--- src/rtl/traffic_pkg.sv ---
// Shared constants and types for the intersection controller input side:
// lamp encodings, sensor channel indices and the per-channel request state.
package traffic_pkg;

  localparam int unsigned NUM_SNS = 5;

  localparam logic [4:0] LAMP_RED  = 5'b10000;
  localparam logic [4:0] LAMP_YEL  = 5'b01000;
  localparam logic [4:0] LAMP_GRN  = 5'b00100;
  localparam logic [4:0] LAMP_YARW = 5'b00010;
  localparam logic [4:0] LAMP_GARW = 5'b00001;

  localparam int unsigned SNS_LEFT_MAIN  = 0;
  localparam int unsigned SNS_LEFT_CROSS = 1;
  localparam int unsigned SNS_TRAF_CROSS = 2;
  localparam int unsigned SNS_WALK_MAIN  = 3;
  localparam int unsigned SNS_WALK_CROSS = 4;

  typedef enum logic {
    REQ_IDLE,
    REQ_PENDING
  } req_state_e;

endpackage

--- src/rtl/sensor_debounce.sv ---
// One sensor channel: 2-flop synchroniser, debounce counter and a one-cycle
// strobe on each debounced rising edge.
module sensor_debounce #(
  parameter int unsigned DEBOUNCE_CYCLES = 16
) (
  input  logic clk,
  input  logic rst_n,
  input  logic raw_i,
  output logic rise_o,
  output logic pulse_o
);

  localparam int unsigned CW = $clog2(DEBOUNCE_CYCLES + 1);

  logic          sync1_q, sync2_q;
  logic          level_q, level_d;
  logic          rise_q, rise_d;
  logic          pulse_q;
  logic [CW-1:0] cnt_q, cnt_d;

  always_comb begin
    level_d = level_q;
    rise_d  = 1'b0;
    cnt_d   = '0;
    if (sync2_q != level_q) begin
      if (cnt_q == CW'(DEBOUNCE_CYCLES - 1)) begin
        level_d = sync2_q;
        rise_d  = sync2_q;
      end else begin
        cnt_d = cnt_q + 1'b1;
      end
    end
  end

  // rise_q marks the cycle after the level flip; the visible strobe lags it by
  // one more cycle so the request latch and press_pulse update on the same edge.
  always_ff @(posedge clk or negedge rst_n) begin
    if (!rst_n) begin
      sync1_q <= 1'b0;
      sync2_q <= 1'b0;
      level_q <= 1'b0;
      rise_q  <= 1'b0;
      pulse_q <= 1'b0;
      cnt_q   <= '0;
    end else begin
      sync1_q <= raw_i;
      sync2_q <= sync1_q;
      level_q <= level_d;
      rise_q  <= rise_d;
      pulse_q <= rise_q;
      cnt_q   <= cnt_d;
    end
  end

  assign rise_o  = rise_q;
  assign pulse_o = pulse_q;

endmodule

--- src/rtl/traffic_sensor_front.sv ---
// Sensor front end: debounces raw inputs, latches presses as sticky requests
// and clears them when the lamps show service. Define REQ_AGE_EN for req_starved.
module traffic_sensor_front
  import traffic_pkg::*;
#(
  parameter int unsigned DEBOUNCE_CYCLES = 16,
  parameter int unsigned MAX_WAIT        = 1024
) (
  input  logic               clk,
  input  logic               rst_n,
  input  logic [NUM_SNS-1:0] raw_sensors,
  input  logic [4:0]         main_lights,
  input  logic [4:0]         cross_lights,
  output logic [NUM_SNS-1:0] sensors,
  output logic [NUM_SNS-1:0] press_pulse,
  output logic [NUM_SNS-1:0] req_starved
);

  if (DEBOUNCE_CYCLES < 2 || MAX_WAIT < 1) begin : g_bad_params
    $error("traffic_sensor_front: DEBOUNCE_CYCLES must be >= 2 and MAX_WAIT >= 1");
  end

  logic [NUM_SNS-1:0] rise;
  logic [NUM_SNS-1:0] served;
  req_state_e         state_q [NUM_SNS];
  req_state_e         state_d [NUM_SNS];

  for (genvar g = 0; g < NUM_SNS; g++) begin : g_deb
    sensor_debounce #(
      .DEBOUNCE_CYCLES(DEBOUNCE_CYCLES)
    ) u_deb (
      .clk    (clk),
      .rst_n  (rst_n),
      .raw_i  (raw_sensors[g]),
      .rise_o (rise[g]),
      .pulse_o(press_pulse[g])
    );
  end

  // Exact vector compares: all-red, multi-hot or unknown lamps never serve.
  always_comb begin
    served                 = '0;
    served[SNS_LEFT_MAIN]  = (main_lights  == LAMP_GARW);
    served[SNS_LEFT_CROSS] = (cross_lights == LAMP_GARW);
    served[SNS_TRAF_CROSS] = (cross_lights == LAMP_GRN);
    served[SNS_WALK_MAIN]  = (main_lights  == LAMP_GRN);
    served[SNS_WALK_CROSS] = (cross_lights == LAMP_GRN);
  end

  always_comb begin
    sensors = '0;
    for (int unsigned i = 0; i < NUM_SNS; i++) begin
      state_d[i] = state_q[i];
      case (state_q[i])
        REQ_IDLE:    if (rise[i] && !served[i]) state_d[i] = REQ_PENDING;
        REQ_PENDING: if (served[i])             state_d[i] = REQ_IDLE;
        default:     state_d[i] = REQ_IDLE;
      endcase
      sensors[i] = (state_q[i] == REQ_PENDING);
    end
  end

  always_ff @(posedge clk or negedge rst_n) begin
    if (!rst_n) begin
      for (int unsigned i = 0; i < NUM_SNS; i++) state_q[i] <= REQ_IDLE;
    end else begin
      state_q <= state_d;
    end
  end

`ifdef REQ_AGE_EN
  localparam int unsigned AW = $clog2(MAX_WAIT + 1);

  logic [AW-1:0] age_q [NUM_SNS];
  logic [AW-1:0] age_d [NUM_SNS];

  always_comb begin
    req_starved = '0;
    for (int unsigned i = 0; i < NUM_SNS; i++) begin
      if (state_q[i] == REQ_IDLE)          age_d[i] = '0;
      else if (age_q[i] == AW'(MAX_WAIT))  age_d[i] = age_q[i];
      else                                 age_d[i] = age_q[i] + 1'b1;
      req_starved[i] = (state_q[i] == REQ_PENDING) && (age_q[i] == AW'(MAX_WAIT));
    end
  end

  always_ff @(posedge clk or negedge rst_n) begin
    if (!rst_n) begin
      for (int unsigned i = 0; i < NUM_SNS; i++) age_q[i] <= '0;
    end else begin
      age_q <= age_d;
    end
  end
`else
  assign req_starved = '0;
`endif

endmodule

--- config.mk ---
export PLATFORM = sky130hd
export DESIGN_NAME = traffic_sensor_front
export DESIGN_NICKNAME = d
export VERILOG_FILES = /design/src/rtl/traffic_pkg.sv /design/src/rtl/sensor_debounce.sv /design/src/rtl/traffic_sensor_front.sv
export SDC_FILE = /design/constraint.sdc
export NUM_CORES = 1
export LEC_CHECK = 0
export ABC_AREA = 0
export BUFFER_PORTS_ARGS = -buffer_cell sky130_fd_sc_hd__buf_4
export CAP_MARGIN = 30
export CORE_MARGIN = 4
export CORE_UTILIZATION = 50
export DETAILED_ROUTE_END_ITERATION = 10
export GPL_TIMING_DRIVEN = 0
export PLACE_DENSITY = 0.74
export RECOVER_POWER = 100
export SLEW_MARGIN = 15
export SYNTH_ARGS = -nofsm -noshare
export SYNTH_HDL_FRONTEND = slang
export SYNTH_SLANG_ARGS = --single-unit
--- constraint.sdc ---
create_clock -name clk -period 1.28 [get_ports clk]
set_input_delay 0.128 -clock clk [delete_from_list [all_inputs] [get_ports clk]]
set_output_delay 0.128 -clock clk [all_outputs]
set_load 0.05 [all_outputs]
* Word level (Yosys, flattened, before mapping) *
Index checks and enable logic that the tools add are counted.

word-level totals
  input bits = 17
  register bits after elaboration = 55
  output and inout port bits = 15

cells by class
  add/sub/neg operators = 5
  equality and inequality tests = 14
  reduce and logical (&&, ||, !) cells = 14
  bitwise operators = 5
  multiplexer cells = 34

operator list
  cell                 count
  $mux 5               10
  $add 5x1->5 const B  5
  $eq 5x4->1 const B   5
  $mux 1               19
  $eq 5x1->1 const B   2
  $eq 5x3->1 const B   2
  $pmux 1 s2           5
  $reduce_and 2->1     5
  $logic_and 1x1->1    5
  $ne 1x1->1           5
  $not 1->1            5
  $logic_not 1->1      4

* Depth between registers and ports, before layout *
  depth in word-level cells = 5
  mapped depth = 4

* Cells and area by module *
From an unflattened synthesis, not the netlist that was laid out.

second synthesis, totals
  cells, all modules = 157
  area total of the unflattened synthesis = 2128.3 um2

modules (own cells, without submodules)
  module                sequential area each (um2)  area each (um2)  cells an instance  times used
  sensor_debounce       250.2                       375.4            26                 5
  traffic_sensor_front  125.1                       251.5            27                 1

* Least setup slack after synthesis *
OpenSTA, ideal clock, no wires.

  path kind = register to register
  from = register g_deb[4].u_deb.cnt_q[0]
  to = register g_deb[4].u_deb.level_q
  period minus slack after synthesis = 1.221 ns
  data required time = 1.152 ns
  setup slack = 0.059 ns
  data arrival time = 1.094 ns
  stages on the path, launching flop included = 5
  cells stage by stage = dfrtp_1 ha_1 nand3_2 nor2_2 mux2_1

on the way
  longest elaborated chain between the ends = 2

RTL lines
  what                        RTL line               source
  start, declared             sensor_debounce.sv:19  logic [CW-1:0] cnt_q, cnt_d;
  start signal, assigned      sensor_debounce.sv:51  cnt_q <= cnt_d;
  $eq 5x4->1                  sensor_debounce.sv:26  if (cnt_q == CW'(DEBOUNCE_CYCLES - 1)) begin
  $reduce_and 2->1 (no line)  -
  end signal, assigned        sensor_debounce.sv:48  level_q <= level_d;
  end, declared               sensor_debounce.sv:16  logic level_q, level_d;

No other way between the ends.
A chain may end at the register's enable or synchronous reset.

* Worst setup path in the final report *
  from = register g_deb[2].u_deb.cnt_q[1]
  to = register g_deb[2].u_deb.level_q

on the way
  longest elaborated chain between the ends = 2

RTL lines
  what                        RTL line
  start, declared             sensor_debounce.sv:19
  start signal, assigned      sensor_debounce.sv:51
  $eq 5x4->1                  sensor_debounce.sv:26
  $reduce_and 2->1 (no line)  -
  end signal, assigned        sensor_debounce.sv:48
  end, declared               sensor_debounce.sv:16

No other way between the ends.

==> flow_summary.yaml <==
min_path:
  min-delay-start: "main_lights[0]"
  hold_path_class: "input port to flip-flop"
power:
  fin_total_pwr_mw: 3.18
  ir_drop_uv: 867
  p_per_area_nw_per_um2: 1180
  power_leakage_nw: 1.36
sta:
  fin_crit_ns: 1.23
  max_freq_ghz: 0.810
  slew_viol_final: 0
  setup_tns_ns: 0
  finalHoldViolations: 0
  relSlewSlack_pct: 53.1
  fin_skew_ns: 0.00828
  setup_viol: 0
  period_share_pct: 96.4
  worst_pin_slew_ns: 0.703
status:
  status: "finished clean"
yosys:
  synthCells: 162
  synth_area_per_cell_um2: 12.9
  synth_ff_type: "dfrtp_1"
  syn-cell-area_um2: 2090
  synth_top_cell_area_share_pct: 65.7
  synth_cell_type_count: 25
  yosys_register_bits: 55
  seq_area_frac_synth_pct: 65.7
  ys_async_sr_fraction_pct: 100
  synth_edf_count: 0
  ys.warnings.count: 0
  synth.largest_area_cell: "dfrtp_1"
  synth_area_leaders: "dfrtp_1 66%, xor2_1 5.0%, nor2_1 3.8%"
grt:
  grt_usage_pct: 13.4
  antenna_found_initial: 0
  grt_pass1_vias: 1300
  grt_max_degree: 56
  grt_pass1_wl_um: 5550
  grt.overflow.total: 0
cells_and_area:
  finish.cell_count_without_fillers: 266
  final_nets: 238
  area_delta_synth_final_pct: 28.7
  fillers: 323
  diodes: 0
  mostFrequentLayoutCell: "dfrtp_1"
  drive_above_1_share_pct: 32.9
  final_util_pct: 66.9
  layout_common_cells: "55 x dfrtp_1, 41 x buf_4, 19 x nor2_1, 12 x xor2_1, 7 x inv_1"
clock_tree:
  cts_tree: "done"
  path_clk_slew_ns: 0.09
  cts.path.max_buffers: 2
  h-tree-depth: 2
  cts_root_buffer: "clkbuf_8"
  cts_sinks: 55
  clk_latency_ns: 0.30
  cts_buffers: 5
floorplan:
  start_util_pct: 52.0
  fp-row-count: 23
  dieArea_um2: 5290
  die_w_um: 72.7
  design.core.area_um2: 4030
  io_pins: 32
  die_height_um: 72.7
placement:
  dpl.hpwl_um: 2350
  io_buffers: 26
  dp_cells: 242
  place_congestion: 0.787
routing:
  vias: 1291
  via_per_inst: 4.85
  first_iter_violations: 77
  wirelength_um: 3340
  route.detailed.drc: 0
  wl_per_cell_um: 12.6
  final_antenna_net_count: 0
  dr.pass1.iters: 2
critical_path:
  timing.rr.start: "g_deb[2].u_deb.cnt_q[1]$_DFF_PN0_"
  required_ns: 1.46
  cp_max_fo: 4
  critPathKind: "flip-flop to flip-flop"
  cp-start-kind: "flip-flop"
  crit_arrival_ns: 1.41
  worstSetupStartpoint: "g_deb[2].u_deb.cnt_q[1]$_DFF_PN0_"
  endpoint_kind: "flip-flop"
run:
  max_cap_viol_count: 0
path summary, 6_finish.rpt:
kind | depth (start not counted) | endpoint | slack [ns]
max | 4 | g_deb[2].u_deb.level_q$_DFFE_PN0P_ | 0.05
min reg2reg | 0 | g_deb[2].u_deb.sync2_q$_DFF_PN0_ | 0.35
max in group asynchronous | 2 | g_deb[4].u_deb.cnt_q[0]$_DFF_PN0_ | 0.38
min | 2 | sensors[0]$_DFF_PN0_ | 0.01
max reg2reg | 4 | g_deb[2].u_deb.level_q$_DFFE_PN0P_ | 0.05
min in group asynchronous | 2 | g_deb[3].u_deb.cnt_q[0]$_DFF_PN0_ | 0.44
flip-flops by register name, summed over array words and instances (netlist names):
name                 cells
g_deb.u_deb.cnt_q       25
g_deb.u_deb.pulse_o      5
g_deb.u_deb.sync2_q      5
g_deb.u_deb.sync1_q      5
g_deb.u_deb.rise_o       5
sensors                  5
g_deb.u_deb.level_q      5
cells in the mapped netlist, drive strengths merged, types with 2 or more instances:
master,instances
a31oi,4
and2,4
and3,4
buf,10
dfrtp,55
ha,5
inv,7
mux2,5
nand2,2
nand2b,2
nand3,10
nor2,22
nor3,3
nor4b,5
o21a,2
o21ai,4
xnor2,2
xor2,12
routing by layer:
| metal | global-route usage (%) | vias to the layer above | routed length (µm) |
|---|---|---|---|
| met3 | 4.82 | 5 | 208 |
| met1 | 16.0 | 627 | 1370 |
| met2 | 23.1 | 28 | 1740 |
| met4 | 3.07 | 0 | 26 |
| li1 | - | 631 | - |
| met5 | 0 | - | 0 |
repair_timing:
action,in CTS,in global routing
setup endpoints to repair,4,5
endpoints found under the hold margin,60,0
pin swaps,0,7
setup buffers,3,8
resized for setup,5,12
hold buffers,6,0
worst max-delay path: stages, from the launching register on:
cell	delay (ns)
dfrtp_1	0.40
ha_4	0.17
nand3_4	0.09
nor2_2	0.12
mux2_2	0.33
stage by stage:
stage | cell area (µm²) | setup slack, ns | hold slack, ns
2_1_floorplan | 2110 | 0.0586 | -0.168
3_3_place_gp | 2370 | 0.00485 | 0.192
3_5_place_dp | 2370 | -0.0660 | 0.202
4_1_cts | 2560 | 0.00330 | 0.00596
5_1_grt | 2700 | -0.00998 | 0.00453
6_report | 2700 | 0.0459 | 0.0135
report_power, final:
part / switching [mW] / internal [mW] / total (mW)
Sequential: 0.0671 / 1.81 / 1.88
Clock: 0.490 / 0.425 / 0.915
Combinational: 0.215 / 0.171 / 0.386
cell type report:
| class | instances | area, µm² | area share (%) |
|---|---|---|---|
| buffer | 10 | 75.1 | 2.78 |
| clock buffer | 6 | 82.6 | 3.06 |
| clock inverter | 1 | 5.00 | 0.186 |
| inverter | 7 | 26.3 | 0.974 |
| multi-input combinational | 94 | 731 | 27.1 |
| sequential | 55 | 1380 | 51.0 |
| tap | 50 | 62.6 | 2.32 |
| timing repair buffer | 43 | 338 | 12.5 |
cell families after synthesis:
| kind of cell | synth area share (%) |
|---|---|
| flops | 65.7 |
| simple gates | 14.9 |
| buf+inv | 4.84 |
| xor+xnor | 5.85 |
| compound gates | 2.87 |
| fa+ha+maj | 2.99 |
| mux | 2.69 |
| other cells | 0.179 |
Power figures use the tool's default switching activity.
